**src/rtl/cdb_host_regs.sv**
```systemverilog
// CD-block host register file on the SCU A-bus CS2 window: CR1..CR4 command and
// response registers, maskable HIRQ flags, sector-data FIFO and programmable bus wait.
module cdb_host_regs #(
  parameter logic [9:0]  BASE_PAGE   = 10'h189,
  parameter int          FIFO_DEPTH  = 16,
  parameter int          WAIT_CYCLES = 2,
  parameter logic [63:0] RST_CR      = 64'h0043_4442_4C4F_434B
) (
  input  logic        CLK,
  input  logic        RST_N,
  input  logic        CE_R,
  input  logic [25:0] AA,
  input  logic        CS_N,
  input  logic [15:0] DI,
  output logic [15:0] DO,
  input  logic        RD_N,
  input  logic        WRU_N,
  input  logic        WRL_N,
  output logic        WAIT_N,
  output logic        IRQ_N,
  output logic        CMD_VALID,
  output logic [63:0] CMD_DATA,
  input  logic        RSP_VALID,
  input  logic [63:0] RSP_DATA,
  input  logic [15:0] HIRQ_SET,
  input  logic        DATA_WR,
  input  logic [15:0] DATA_DI,
  output logic        DATA_FULL
);

  localparam int AW  = (FIFO_DEPTH > 1) ? $clog2(FIFO_DEPTH) : 1;
  localparam int CW  = AW + 1;
  localparam int WCW = (WAIT_CYCLES > 1) ? $clog2(WAIT_CYCLES) : 1;
  localparam logic [WCW-1:0] WAIT_LOAD = (WAIT_CYCLES > 0) ? WCW'(WAIT_CYCLES - 1) : '0;

  localparam logic [15:0] OFF_DATA = 16'h0000;
  localparam logic [15:0] OFF_HIRQ = 16'h0008;
  localparam logic [15:0] OFF_MASK = 16'h000C;
  localparam logic [15:0] OFF_CR1  = 16'h0018;
  localparam logic [15:0] OFF_CR2  = 16'h001C;
  localparam logic [15:0] OFF_CR3  = 16'h0020;
  localparam logic [15:0] OFF_CR4  = 16'h0024;

  function automatic logic [15:0] byteMerge(input logic [15:0] oldVal,
                                            input logic [15:0] newVal,
                                            input logic [1:0]  be);
    byteMerge = {be[1] ? newVal[15:8] : oldVal[15:8],
                 be[0] ? newVal[7:0]  : oldVal[7:0]};
  endfunction

  logic          sel;
  logic          sel_q;
  logic          start;
  logic          readAcc;
  logic          writeAcc;
  logic [1:0]    byteEn;
  logic [15:0]   offset;
  logic          unusedAddrBit;

  logic [15:0]   do_q;
  logic          waitN_q;
  logic [WCW-1:0] waitCnt_q;
  logic          irqN_q;
  logic          cmdValid_q;
  logic          cmdIssue;
  logic [63:0]   cmdData_q;
  logic [15:0]   cmdCr1_q, cmdCr2_q, cmdCr3_q, cmdCr4_q;
  logic [15:0]   cr4Merged;
  logic [63:0]   rsp_q;
  logic [15:0]   hirq_q, hirq_d;
  logic [15:0]   hirqMask_q, hirqMask_d;
  logic [15:0]   readData;

  logic [15:0]   fifoMem [FIFO_DEPTH];
  logic [AW-1:0] wrPtr_q, rdPtr_q;
  logic [CW-1:0] count_q;
  logic          fifoEmpty;
  logic          fifoFull;
  logic          push;
  logic          pop;

  assign unusedAddrBit = AA[0];

  assign sel      = !CS_N && (AA[25:16] == BASE_PAGE) && (!RD_N || !WRU_N || !WRL_N);
  assign start    = CE_R && sel && !sel_q;
  assign offset   = {AA[15:1], 1'b0};
  assign byteEn   = {!WRU_N, !WRL_N};
  assign readAcc  = start && !RD_N;
  assign writeAcc = start && (byteEn != 2'b00);

  assign fifoEmpty = (count_q == '0);
  assign fifoFull  = (count_q == CW'(FIFO_DEPTH));
  assign push      = CE_R && DATA_WR && !fifoFull;
  assign pop       = readAcc && (offset == OFF_DATA) && !fifoEmpty;

  assign cmdIssue  = writeAcc && (offset == OFF_CR4);
  assign cr4Merged = byteMerge(cmdCr4_q, DI, byteEn);

  // Read mux is sampled only at access start; response CRs are read before any
  // same-cycle RSP_VALID load so the host sees the pre-update value.
  always_comb begin
    readData = '0;
    case (offset)
      OFF_DATA: readData = fifoEmpty ? 16'h0000 : fifoMem[rdPtr_q];
      OFF_HIRQ: readData = hirq_q;
      OFF_MASK: readData = hirqMask_q;
      OFF_CR1:  readData = rsp_q[63:48];
      OFF_CR2:  readData = rsp_q[47:32];
      OFF_CR3:  readData = rsp_q[31:16];
      OFF_CR4:  readData = rsp_q[15:0];
      default:  readData = '0;
    endcase
  end

  // Clears are applied first so that every set source wins on a shared bit.
  always_comb begin
    hirq_d = hirq_q;
    if (writeAcc && (offset == OFF_HIRQ)) begin
      hirq_d = hirq_d & {byteEn[1] ? DI[15:8] : 8'hFF, byteEn[0] ? DI[7:0] : 8'hFF};
    end
    if (cmdIssue) begin
      hirq_d[0] = 1'b0;
    end
    hirq_d = hirq_d | HIRQ_SET;
    if (RSP_VALID) begin
      hirq_d[0] = 1'b1;
    end
  end

  always_comb begin
    hirqMask_d = hirqMask_q;
    if (writeAcc && (offset == OFF_MASK)) begin
      hirqMask_d = byteMerge(hirqMask_q, DI, byteEn);
    end
  end

  // Host-side registers, handshake and interrupt; everything is frozen while CE_R=0.
  always_ff @(posedge CLK or negedge RST_N) begin
    if (!RST_N) begin
      sel_q      <= 1'b0;
      do_q       <= '0;
      irqN_q     <= 1'b1;
      cmdValid_q <= 1'b0;
      cmdData_q  <= '0;
      cmdCr1_q   <= '0;
      cmdCr2_q   <= '0;
      cmdCr3_q   <= '0;
      cmdCr4_q   <= '0;
      rsp_q      <= RST_CR;
      hirq_q     <= 16'h0001;
      hirqMask_q <= '0;
    end else if (CE_R) begin
      sel_q      <= sel;
      hirq_q     <= hirq_d;
      hirqMask_q <= hirqMask_d;
      irqN_q     <= ~|(hirq_q & hirqMask_q);
      cmdValid_q <= cmdIssue;
      if (start) begin
        do_q <= readAcc ? readData : 16'h0000;
      end
      if (writeAcc && (offset == OFF_CR1)) cmdCr1_q <= byteMerge(cmdCr1_q, DI, byteEn);
      if (writeAcc && (offset == OFF_CR2)) cmdCr2_q <= byteMerge(cmdCr2_q, DI, byteEn);
      if (writeAcc && (offset == OFF_CR3)) cmdCr3_q <= byteMerge(cmdCr3_q, DI, byteEn);
      if (cmdIssue) begin
        cmdCr4_q  <= cr4Merged;
        cmdData_q <= {cmdCr1_q, cmdCr2_q, cmdCr3_q, cr4Merged};
      end
      if (RSP_VALID) begin
        rsp_q <= RSP_DATA;
      end
    end
  end

  // Bus wait: pulled low at access start and released after WAIT_CYCLES CE_R cycles.
  always_ff @(posedge CLK or negedge RST_N) begin
    if (!RST_N) begin
      waitN_q   <= 1'b1;
      waitCnt_q <= '0;
    end else if (CE_R) begin
      if (start && (WAIT_CYCLES != 0)) begin
        waitN_q   <= 1'b0;
        waitCnt_q <= WAIT_LOAD;
      end else if (!waitN_q) begin
        if (waitCnt_q == '0) begin
          waitN_q <= 1'b1;
        end else begin
          waitCnt_q <= waitCnt_q - WCW'(1);
        end
      end
    end
  end

  always_ff @(posedge CLK or negedge RST_N) begin
    if (!RST_N) begin
      wrPtr_q <= '0;
      rdPtr_q <= '0;
      count_q <= '0;
    end else begin
      if (push) wrPtr_q <= wrPtr_q + AW'(1);
      if (pop)  rdPtr_q <= rdPtr_q + AW'(1);
      case ({push, pop})
        2'b10:   count_q <= count_q + CW'(1);
        2'b01:   count_q <= count_q - CW'(1);
        default: count_q <= count_q;
      endcase
    end
  end

  always_ff @(posedge CLK) begin
    if (push) begin
      fifoMem[wrPtr_q] <= DATA_DI;
    end
  end

  assign DO        = do_q;
  assign WAIT_N    = waitN_q;
  assign IRQ_N     = irqN_q;
  assign CMD_VALID = cmdValid_q;
  assign CMD_DATA  = cmdData_q;
  assign DATA_FULL = fifoFull;

endmodule

```
**config.mk**
```make
export PLATFORM = sky130hd
export DESIGN_NAME = cdb_host_regs
export DESIGN_NICKNAME = d
export VERILOG_FILES = /design/src/rtl/cdb_host_regs.sv
export SDC_FILE = /design/constraint.sdc
export NUM_CORES = 1
export LEC_CHECK = 0
export ABC_AREA = 1
export BUFFER_PORTS_ARGS = -buffer_cell sky130_fd_sc_hd__buf_2
export CAP_MARGIN = 20
export CORE_MARGIN = 2
export CORE_UTILIZATION = 25
export DETAILED_ROUTE_END_ITERATION = 10
export GPL_ROUTABILITY_DRIVEN = 1
export SYNTH_ARGS = -nofsm -noshare
export SYNTH_HDL_FRONTEND = slang
export SYNTH_SLANG_ARGS = --single-unit
```
**constraint.sdc**
```tcl
create_clock -name CLK -period 2.88 [get_ports CLK]
set_input_delay 0.576 -clock CLK [delete_from_list [all_inputs] [get_ports CLK]]
set_output_delay 0.576 -clock CLK [all_outputs]
set_load 0.05 [all_outputs]
```
======== After elaboration in Yosys (flattened, before gate mapping) ========
Memory sizes are Yosys's and may differ from the RTL's.
Cells that the tools add are included.
storage, ports and cells
  output and inout port bits .............. 84
  input bits .............................. 147
  bits in registers ....................... 258
  bits in writable memories ............... 256
  memories ................................ 1
memories
  name     words  bits a word  read ports  clocked after memory_dff  write ports  RTL line  text
  fifoMem  16     16           1           0                         1            74        logic [15:0] fifoMem [FIFO_DEPTH];
cells by class
  bitwise gates (word level) .............. 5
  equality and inequality tests ........... 11
  reduce and logical (&&, ||, !) cells .... 43
  add/subtract/negate cells ............... 5
  muxes and demuxes ....................... 19
operators by type and width
  cell                                                                number
  16-bit one-hot mux with 7 select lines                              1
  16-bit 2-to-1 mux                                                   3
  16-bit bitwise AND                                                  2
  8-bit 2-to-1 mux                                                    4
  15-bit by 3-bit == test with 1-bit output, second input constant    2
  15-bit by 4-bit == test with 1-bit output, second input constant    2
  15-bit by 5-bit == test with 1-bit output, second input constant    2
  3-bit AND reduction                                                 8
  1-bit logical AND                                                   16
  16-bit zero test                                                    1
  16-bit OR                                                           1
  16-bit OR reduction                                                 1
  10-bit by 9-bit == test with 1-bit output, second input constant    1
  1-bit 2-to-1 mux                                                    10
  5-bit one-hot mux with 2 select lines                               1
  4-bit by 1-bit adder with 4-bit output, second input constant       2
  1-bit zero test                                                     8
  2-bit AND reduction                                                 4
  5-bit by 1-bit adder with 5-bit output, second input constant       1
  5-bit == test, second input constant                                1
  5-bit zero test                                                     1
  5-bit by 1-bit subtractor with 5-bit output, second input constant  1
  2-bit nonzero test                                                  2
  2-bit by 1-bit == test with 1-bit output, second input constant     1
  other kinds (5)                                                     7

======== Logic depth before layout (Yosys ltp) ========
Gate-level depths: netlist (run 1).
  depth after elaboration ................. 12
  depth in mapped cells ................... 18
  mapped depth without buffers ............ 17

======== Worst setup path after synthesis (run 1) ========
OpenSTA, ideal clock, no wires.
  kind .................................... reg2reg
  from .................................... register count_q[1]
  to ...................................... register count_q[4]
  clock period less this slack ............ 2.815 ns
  path slack .............................. 0.065 ns
  stages on the path, launching flop included .. 16
  required time ........................... 2.759 ns
  data arrival time ....................... 2.694 ns
  cells stage by stage .................... dfrtp_1 -> nor2_1 -> nand2_1 -> nor2_1 -> inv_1 -> nand3_1 -> ha_1 -> xor2_1 -> ha_1 -> a21o_1 -> nand3_1 -> nand3b_1 -> a21oi_1 -> o21ai_0 -> nand2_1 -> nand2_1
between the ends
  word-level cells in the longest chain between the ends .. 5
RTL lines
  element                                                                             RTL line  text
  start, declared                                                                     76        logic [CW-1:0] count_q;
  start signal, assigned                                                              202       2'b10: count_q <= count_q + CW'(1);
  start signal, assigned                                                              203       2'b01: count_q <= count_q - CW'(1);
  start signal, assigned                                                              204       default: count_q <= count_q;
  5-bit == test *                                                                     92        assign fifoFull = (count_q == CW'(FIFO_DEPTH));
  via DATA_FULL                                                                       28        output logic DATA_FULL
  1-bit zero test *                                                                   93        assign push = CE_R && DATA_WR && !fifoFull;
  1-bit logical AND *                                                                 93
  2-bit by 1-bit == test with 1-bit output / 2-bit == test (equally long branches)    201       case ({push, pop})
  5-bit one-hot mux with 2 select lines / 2-bit nonzero test (equally long branches)  n/a
The timed path passes the listed nets; every way through them passes the cells marked *.
A chain may end at the register's enable or synchronous reset.

======== Worst setup path after layout (run 1) ========
  from .................................... register count_q[2]
  to ...................................... register count_q[4]
between the ends
  word-level cells in the longest chain between the ends .. 5
RTL lines
  element                                                                             RTL line  text
  5-bit zero test *                                                                   91        assign fifoEmpty = (count_q == '0);
  1-bit zero test *                                                                   94        assign pop = readAcc && (offset == OFF_DATA) && !fifoEmpty;
  1-bit logical AND *                                                                 94
  via pop                                                                             80        logic pop;
  2-bit by 1-bit == test with 1-bit output / 2-bit == test (equally long branches)    201
  5-bit one-hot mux with 2 select lines / 2-bit nonzero test (equally long branches)  n/a
Marked as above.

==> flow_summary.toml, run 1 <==
[floorplan]
pin_count = 231
start_util_pct = 25.3
fp.dieArea_mm2 = 0.0921
die_h_um = 304
core-area_mm2 = 0.0886
die_w_um = 304
rows = 109

[global_route]
grt_max_degree = 74
grtUsageTotal_pct = 14.1
grt_pass1_vias = 15612
overflow = 0
antenna_found_initial = 17
grt_pass1_wl_um = 98000

[timing]
max_slew.worst_pin.slew_ns = 0.850
fin_crit_ns = 2.46
timing.fmax_mhz = 406
fin_crit_sh_pct = 85.6
setup_viol = 0
clock-skew-final_ns = 0.0114
rsz0062_at_grt = "false"
finalHoldViolations = 0
setup_tns_ns = 0
slew_viol_final = 0
max_slew_margin_pct = 43.3

[power]
power.switching_w = 0.00369
power_frac_comb_pct = 7.2
ir_drop_v = 0.000416
leakagePower_nw = 12.6
powerDensity_mw_per_mm2 = 575
clockPowerShare_pct = 41.4
internal-power_w = 0.0120
p_sw_share_pct = 23.5
seq_power_share_pct = 51.4

[placement]
hpwl_um = 45800
gp_congestion = 0.795
io_buffers = 229

[setup_path]
startpoint_type = "flip-flop"
worstPathMaxFanout = 5
worstSetupPathType = "flip-flop to flip-flop"
crit_path_end_kind = "flip-flop"
arrival_ns = 2.95
r2r_slack_ns = 0.42
worstPathRequired_ns = 3.36

[cells_and_area]
nNetsFinal = 2772
fill_cells = 9213
area_growth_pct = 21.8
drive_gt1_share_pct = 21.0
multi_input_area_mm2 = 0.00661
seq_area_mm2 = 0.0138
postLayoutCoreUtil_pct = 30.8

[logic_synthesis]
seq_area_frac_synth_pct = 61.4
ys_seq_elements = 498
synth_top_area_share_pct = 34.3
netlist_instances = 2346
syn_area_mm2 = 0.0224
synth_area_leader_cell = "edfxtp_1"
synth_warnings = 0
synth_cell_type_count = 40
synth-edff-count = 256
synth-async-reset-ratio_pct = 48.6
yosys-top-cells-area = "edfxtp_1, dfrtp_1, nand2_1"
avgSynthCellArea_um2 = 9.56
synth_fp_nets = 2502
ys.flop_type = "edfxtp_1"

[detailed_routing]
routed_via_density = 4.30
routed_wl_um = 66200
first_pass_iters = 6
wire_per_inst_um = 17.3
drt_iter0_drc = 1357
detail-route-antenna-nets = 0
via_count = 16489
drc_errors = 0

[clocking]
clk_latency_ns = 0.59
cts_root_buffer = "clkbuf_16"
cts_tree = "built"
cts_buffer_depth = 3
cts_max_level = 2
numCtsBuffers = 50
clkTransAtPathRegs_ns = 0.06
clock_sinks = 498

[worst_hold_path]
holdCritPathClass = "input port to flip-flop"

[run_status]
outcome = "finished, final reports clean"

[job]
max_cap_violations = 0
-- flip-flops by register name, summed over array words and instances, names as in the netlist, 4 cells and up --
signal / flops
hirqMask_q: 16
cmdCr3_q: 16
cmdCr1_q: 16
cmdCr2_q: 16
wrPtr_q: 4
rdPtr_q: 4
fifoMem: 256
CMD_DATA: 64
DO: 16
count_q: 5
hirq_q: 16
rsp_q: 64
-- placed cells by master, fill, tap and decap left out, types with 4 or more instances in the layout --
master and instances:
buf_12 29, nand2_1 599, clkbuf_8 4, dfstp_2 25, bufinv_16 4, nor3_1 4, inv_1 414, clkbuf_1 10
a22o_1 15, edfxtp_1 256, buf_4 65, inv_2 4, or2_2 29, clkinv_1 4, clkbuf_16 50, buf_2 228
o21ai_0 55, o21ai_1 60, ha_1 9, mux2_2 64, nand3_2 9, xor2_1 9, clkinv_2 15, nor2_2 12
diode_2 13, a22oi_1 16, nand4_1 71, nand3_1 260, dfrtp_1 215, nor2_1 87, a21oi_1 4
-- power by group through the flow --
stage	Combinational [W]	Clock [W]	Sequential, W
2_1_floorplan	0.000564	0	0.00817
3_3_place_gp	0.00112	0	0.00821
3_5_place_dp	0.00114	0	0.00822
6_report	0.00113	0.00651	0.00809
4_1_cts	0.00115	0.00667	0.00808
5_1_grt	0.00126	0.00691	0.00812
-- synthesized netlist by cell type, types with 16 or more instances --
| master | count |
|---|---|
| buf_2 | 40 |
| mux2_2 | 64 |
| nand2_1 | 600 |
| or2_2 | 29 |
| dfrtp_1 | 217 |
| inv_1 | 415 |
| a22oi_1 | 16 |
| edfxtp_1 | 256 |
| nand3_1 | 260 |
| o21ai_0 | 55 |
| o21ai_1 | 60 |
| nand4_1 | 71 |
| dfstp_2 | 25 |
| nor2_1 | 88 |
| clkbuf_1 | 49 |
-- logic make-up after synthesis --
family,Yosys count,synth area share (%)
AOI/OAI and AO/OA,153,3.88
DFF,498,61.4
and+or+nand+nor,1084,21.4
adders and majority gates,9,0.502
buffers and inverters,527,9.15
xor gates and xnor gates,11,0.430
muxes,64,3.21
-- through the flow --
stage / hold WS (ns) / setup slack [ns] / total power (W) / instance area, um^2 / cells
2_1_floorplan: 0.280 / 0.0650 / 0.00874 / 22400 / 2346
6_report: 0.208 / 0.416 / 0.0157 / 27300 / 3835
5_1_grt: 0.186 / 0.103 / 0.0163 / 27300 / 3834
3_5_place_dp: 0.458 / -0.162 / 0.00936 / 25700 / 3728
3_3_place_gp: 0.455 / -0.125 / 0.00934 / 25700 / 3728
4_1_cts: 0.165 / 0.415 / 0.0159 / 27300 / 3822
-- layer usage --
metal  GRT usage (%)  share of wire (%)  vias up
met5               0               0.10        -
met1            19.4                 45     7829
li1                -                  -     8106
met4            5.79                3.5       10
met3            2.65                6.0      127
met2            22.0                 46      417
-- worst paths after layout --
check,from,endpoint,cells past startpoint
worst max-delay path,count_q[2]$_DFFE_PN0P_,count_q[4]$_DFFE_PN0P_,16
worst min-delay path,RSP_DATA[57],rsp_q[57]$_DFFE_PN0P_,2
worst max register to register,count_q[2]$_DFFE_PN0P_,count_q[4]$_DFFE_PN0P_,16
worst min register to register,IRQ_N$_DFFE_PN1P_,IRQ_N$_DFFE_PN1P_,2
max in group asynchronous,RST_N,IRQ_N$_DFFE_PN1P_,3
min in group asynchronous,RST_N,CMD_VALID$_DFFE_PN0P_,2
-- layout make-up --
class,instances,area share [%]
Inverter,421,5.79
Tap cell,1165,5.34
Sequential cell,498,50.4
Antenna cell,13,0.119
Clock inverter,29,1.01
Clock buffer,64,4.92
Multi-Input combinational cell,1321,24.2
Timing Repair Buffer,324,8.18
-- critical path, stage by stage (launching register included) --
cell and delay [ns]:
dfrtp_1 0.44, nor2_1 0.12, nand2_1 0.08, nor2_1 0.22, inv_1 0.07, nand2_1 0.08, nor2_2 0.04, ha_1 0.20
xor2_1 0.16, ha_1 0.19, a21o_1 0.16, nand3_1 0.08, nand3b_1 0.10, a21oi_1 0.19, o21ai_0 0.11, nand2_1 0.07
nand2_1 0.04
-- timing repair --
| item | CTS | global route |
|---|---|---|
| resized for setup | 0 | 0 |
| buffers inserted | 0 | 0 |
| endpoints found under the hold margin | 61 | 0 |
| hold buffers | 1 | 0 |
No activity file was read; power rests on OpenSTA's default activity.
==> run 2, diff against run 1 <==
--- a/config.mk
+++ b/config.mk
@@ -9,9 +9,11 @@
 export BUFFER_PORTS_ARGS = -buffer_cell sky130_fd_sc_hd__buf_2
 export CAP_MARGIN = 20
 export CORE_MARGIN = 2
-export CORE_UTILIZATION = 25
+export CORE_UTILIZATION = 59
 export DETAILED_ROUTE_END_ITERATION = 10
 export GPL_ROUTABILITY_DRIVEN = 1
+export GPL_TIMING_DRIVEN = 0
+export PLACE_DENSITY = 0.8
 export SYNTH_ARGS = -nofsm -noshare
 export SYNTH_HDL_FRONTEND = slang
 export SYNTH_SLANG_ARGS = --single-unit
==> run 2 against run 1 <==
Critical path depth shrank 6. Sequential power is essentially flat. Non-clock buffer count grew 35.
==> flow_summary.toml, run 2 (synthesis gave the netlist of run 1 again) <==
[global_route]
grt_pass1_wl_um = 96700
antenna_found_initial = 0
grt_pass1_vias = 17812
grtUsageTotal_pct = 32.5
overflow = 0
grt_max_degree = 125

[timing]
finalHoldViolations = 0
max_slew.worst_pin.slew_ns = 0.895
fin_crit_sh_pct = 95.6
clock-skew-final_ns = 0.0319
setup_viol = 0
max_slew_margin_pct = 40.3
setup_tns_ns = 0
fin_crit_ns = 2.75
rsz0062_at_grt = "false"
timing.fmax_mhz = 363
hold-worst-slack_ns = 0.0410
slew_viol_final = 0

[setup_path]
r2r_start = "rdPtr_q[1]$_DFFE_PN0P_"
worstPathMaxFanout = 10
worstSetupPathType = "flip-flop to flip-flop"
crit_path_end_kind = "flip-flop"
regToRegEndpoint = "DO[0]$_DFFE_PN0P_"
reg2regPathDepth = 10
worstPathRequired_ns = 3.40
startpoint_type = "flip-flop"
arrival_ns = 3.28
r2r_slack_ns = 0.13

[clocking]
clkTransAtPathRegs_ns = 0.06
cts_tree = "built"
cts_buffer_depth = 3
numCtsBuffers = 50
cts_root_buffer = "clkbuf_16"
clock_sinks = 498
clk_latency_ns = 0.61
cts_max_level = 2

[cells_and_area]
nNetsFinal = 2807
largest_register = "fifoMem"
seq_area_mm2 = 0.0138
postLayoutCoreUtil_pct = 69.5
num_antenna_cells = 0
fill_cells = 2703
area_growth_pct = 16.5
drive_gt1_share_pct = 19.9
multi_input_area_mm2 = 0.00666
final_common_cell = "nand2_1"
mostFrequentLayoutCells = "nand2_1, inv_1, buf_2"
largest_reg_flops = 256

[power]
clockPowerShare_pct = 40.3
p_sw_share_pct = 23.5
powerDensity_mw_per_mm2 = 590
leakagePower_nw = 12.3
ir_drop_v = 0.000724
seq_power_share_pct = 52.5
power.switching_w = 0.00362
internal-power_w = 0.0118
power_frac_comb_pct = 7.2

[detailed_routing]
wire_per_inst_um = 19.9
routed_via_density = 5.63
routed_wl_um = 63600
detail-route-antenna-nets = 0
via_count = 18013
first_pass_iters = 7
drc_errors = 0
drt_iter0_drc = 2085

[worst_hold_path]
holdCritPathClass = "input port to asynchronous set/reset pin"

[job]
max_cap_violations = 0

[placement]
io_buffers = 229
gp_congestion = 0.957
hpwl_um = 44800

[run_status]
outcome = "finished, final reports clean"

[floorplan]
pin_count = 231
fp.dieArea_mm2 = 0.0396
die_w_um = 199
core-area_mm2 = 0.0376
die_h_um = 199
rows = 71
start_util_pct = 59.7
run 2: cell types whose count changed in the layout (fill, tap and decap cells not counted), sizes merged, moves of 2 or more:
cell / change
bufinv: -2
clkbuf: +57
diode: -13
clkinv: -7
buf: -13
run 2: worst max-delay path by stage:
stage | slack [ns] | start | end
floorplan | 0.07 | count_q[1]$_DFFE_PN0P_ | count_q[4]$_DFFE_PN0P_
global placement | -2.93 | RST_N | rsp_q[21]$_DFFE_PN0P_
global route | 0.03 | count_q[1]$_DFFE_PN0P_ | count_q[4]$_DFFE_PN0P_
finish | 0.13 | rdPtr_q[1]$_DFFE_PN0P_ | DO[0]$_DFFE_PN0P_
CTS | 0.04 | CE_R | count_q[4]$_DFFE_PN0P_
detailed placement | -0.65 | AA[14] | count_q[4]$_DFFE_PN0P_
run 2: critical path, cell delays in order, from the launching register on:
cell and delay, ns:
dfrtp_1 0.37, clkbuf_1 0.49, buf_1 0.72, nand3_1 0.19, nand3_1 0.18, nand3_1 0.15, nand2_1 0.21, nand2_1 0.08
nand3_1 0.13, nand2_1 0.07, nand2_1 0.07
run 2: layout make-up:
cell class	count	share of cell area [%]
Clock inverter	19	0.565
Timing Repair Buffer	253	5.65
Multi-Input combinational cell	1321	25.5
Inverter	421	6.06
Buffer	106	1.80
Sequential cell	498	52.7
Tap cell	511	2.45
Clock buffer	72	5.26
run 2: per-stage QoR:
stage | setup slack, ns | area, um^2 | power, W | cells
6_report | 0.127 | 26100 | 0.0154 | 3201
3_5_place_dp | -0.650 | 24500 | 0.00932 | 3103
2_1_floorplan | 0.0650 | 22400 | 0.00874 | 2346
5_1_grt | 0.0269 | 26100 | 0.0159 | 3201
4_1_cts | 0.0367 | 26100 | 0.0154 | 3194
3_3_place_gp | -2.93 | 24200 | 0.00916 | 3086
run 2: layer usage:
metal	wire length, um	vias to the layer above	track usage (%)
met5	0	-	0
met1	23500	8591	42.4
met4	3080	0	16.1
met3	6900	212	7.14
li1	-	8167	-
met2	30100	1043	52.0
run 2: power groups by stage:
stage                     registers [W]  clock network (W)  logic (W)
after floorplan                 0.00817                  0   0.000564
after global placement          0.00821                  0   0.000949
after global routing            0.00813            0.00653    0.00122
final                           0.00810            0.00621    0.00111
after CTS                       0.00809            0.00623    0.00110
after detailed placement        0.00823                  0    0.00109
run 2: repair_timing:
item,CTS,global route
endpoints found under the setup margin,1,1
resized for setup,2,3
hold buffers,0,0
pin swaps,0,2
buffers inserted,0,7
==> run 3, diff against run 2 <==
--- a/config.mk
+++ b/config.mk
@@ -8,6 +8,7 @@
 export ABC_AREA = 1
 export BUFFER_PORTS_ARGS = -buffer_cell sky130_fd_sc_hd__buf_2
 export CAP_MARGIN = 20
+export CORE_ASPECT_RATIO = 0.7
 export CORE_MARGIN = 2
 export CORE_UTILIZATION = 59
 export DETAILED_ROUTE_END_ITERATION = 10
==> run 3 against run 2 <==
Cell count decreased by 0.91%. Hold slack improved by 0.19 ns. Non-clock buffer count decreased by 4. Critical path type is now input port to flip-flop.
==> flow_summary.toml, run 3 (synthesis gave the netlist of run 1 again) <==
[cells_and_area]
design_area_mm2 = 0.0263
area_growth_pct = 17.3
largest_register = "fifoMem"
drive_gt1_share_pct = 20.2
fin_cells = 3172
final_common_cell = "nand2_1"
fill_cells = 2632
postLayoutCoreUtil_pct = 70.6
largest_reg_flops = 256
nNetsFinal = 2800
mostFrequentLayoutCells = "nand2_1, inv_1, buf_2"

[timing]
setup_viol = 0
fin_crit_ns = 2.80
slew_viol_final = 0
clock-skew-final_ns = 0.0241
fin_crit_sh_pct = 97.2
max_slew_margin_pct = 37.3
max_slew.worst_pin.slew_ns = 0.939
finalHoldViolations = 0
timing.fmax_mhz = 357

[clocking]
clock_sinks = 498
cts_max_level = 2
clk_latency_ns = 0.58
numCtsBuffers = 47
cts_tree = "built"
clkTransAtPathRegs_ns = 0.06
cts_buffer_depth = 3
cts_root_buffer = "clkbuf_16"

[setup_path]
reg2regPathDepth = 16
regToRegEndpoint = "count_q[4]$_DFFE_PN0P_"
crit_chain = "clkbuf_4 > inv_2 > nor2_2 > nand2_1 > nor2_2 > nand4_1 > buf_4 > nor2_4 > ha_4 > xor2_1 > ha_1 > a21o_1 > nand3_1 > nand3b_1 > a21oi_1 > o21ai_0 > nand2_1 > nand2_1"
r2r_slack_ns = 0.11
crit_path_end_kind = "flip-flop"
cp_num_buf_inv = 3
startpoint_type = "input port"
worstPathRequired_ns = 3.34
arrival_ns = 3.26
slowest_stage = "clkbuf_4"
path_delay_family = "simple AND/OR/NAND/NOR gates"
worstPathMaxFanout = 8
worstSetupPathType = "input port to flip-flop"
path_common_cell = "nand2_1"
r2r_start = "count_q[2]$_DFFE_PN0P_"
cp_slowest_stage_delay_ns = 0.22

[worst_hold_path]
hold_path.startpoint = "RSP_DATA[58]"
holdCritPathClass = "input port to flip-flop"
whs_endpoint = "rsp_q[58]$_DFFE_PN0P_"
min_path_cells = 2

[floorplan]
rows = 59
start_util_pct = 60.2
die_h_um = 167
core-area_mm2 = 0.0373
pin_count = 231
die_w_um = 237
fp.dieArea_mm2 = 0.0396

[run_status]
outcome = "finished, final reports clean"

[power]
clockPowerShare_pct = 42.2
powerDensity_mw_per_mm2 = 608
seq_power_share_pct = 50.6
internal-power_w = 0.0123
power_frac_comb_pct = 7.2
power.switching_w = 0.00371
p_sw_share_pct = 23.2
ir_drop_v = 0.000505
leakagePower_nw = 12.4

[detailed_routing]
routed_via_density = 5.69
via_count = 18061
wire_per_inst_um = 20.6
detail-route-antenna-nets = 0
routed_wl_um = 65500
first_pass_iters = 6
drt_iter0_drc = 2196
drc_errors = 0

[placement]
placed_cells = 3080
hpwl_um = 46900
io_buffers = 229
gp_congestion = 0.947
placed_cell_area_mm2 = 0.0245

[global_route]
grtUsageTotal_pct = 32.7
grt_max_degree = 122
grt_pass1_vias = 17705
overflow = 0
antenna_found_initial = 3
grt_pass1_wl_um = 98800

[job]
max_cap_violations = 0
run 3: changes by cell type in the layout (fill, tap and decap cells not counted), sizes merged:
cell / delta
clkinv: +3
buf: -6
clkbuf: -13
dlygate4sd3: +1
diode: +1
bufinv: +6
clkinvlp: +2
run 3: power by group through the flow:
stage | clock network, W | logic, W | registers [W]
finish | 0.00675 | 0.00115 | 0.00810
global route | 0.00706 | 0.00125 | 0.00813
CTS | 0.00678 | 0.00113 | 0.00809
detailed placement | 0 | 0.00111 | 0.00823
global placement | 0 | 0.000955 | 0.00821
floorplan | 0 | 0.000564 | 0.00817
run 3: how the worst max path moves through the flow:
stage	startpoint	endpoint	slack, ns	cells past startpoint
floorplan	count_q[1]$_DFFE_PN0P_	count_q[4]$_DFFE_PN0P_	0.07	15
global placement	RST_N	wrPtr_q[1]$_DFFE_PN0P_	-2.90	1
detailed placement	CE_R	count_q[4]$_DFFE_PN0P_	-0.95	17
CTS	AA[14]	count_q[4]$_DFFE_PN0P_	0.02	19
global route	AA[14]	count_q[4]$_DFFE_PN0P_	-0.02	19
finish	CE_R	count_q[4]$_DFFE_PN0P_	0.08	18
run 3: layer usage:
layer / routed length [um] / global-route usage (%) / share of wire [%]
met5: 12 / 0 / 0.018
met4: 2060 / 10.6 / 3.1
met2: 28900 / 49.6 / 44
met1: 25900 / 46.5 / 39
met3: 8690 / 8.90 / 13
run 3: metrics by stage:
stage               setup WS, ns  hold slack [ns]  power (W)  setup TNS [ns]
floorplan                 0.0650            0.280    0.00874               0
global placement           -2.90            0.458    0.00917         -731.19
detailed placement        -0.950            0.458    0.00934           -2.44
CTS                       0.0215            0.228     0.0160               0
global route             -0.0171            0.230     0.0164         -0.0171
finish                    0.0814            0.234     0.0160               0
run 3: layout make-up:
type	count	area, um^2	area share, %
flip-flops and latches	498	13800	52.4
multi-input cells	1321	6690	25.4
inverters	421	1580	6.02
repair buffers	249	1490	5.66
clock buffers	58	1320	5.02
well taps	488	611	2.32
plain buffers	106	470	1.79
clock inverters	30	368	1.40
diodes	1	2.50	0.00951
run 3: timing repair:
item	in CTS	in global routing
buffers inserted	2	0
hold endpoints to repair	41	0
gates resized for setup	3	8
endpoints found under the setup margin	1	1
hold buffers	1	0
pin swaps	2	0
cloned	0	0
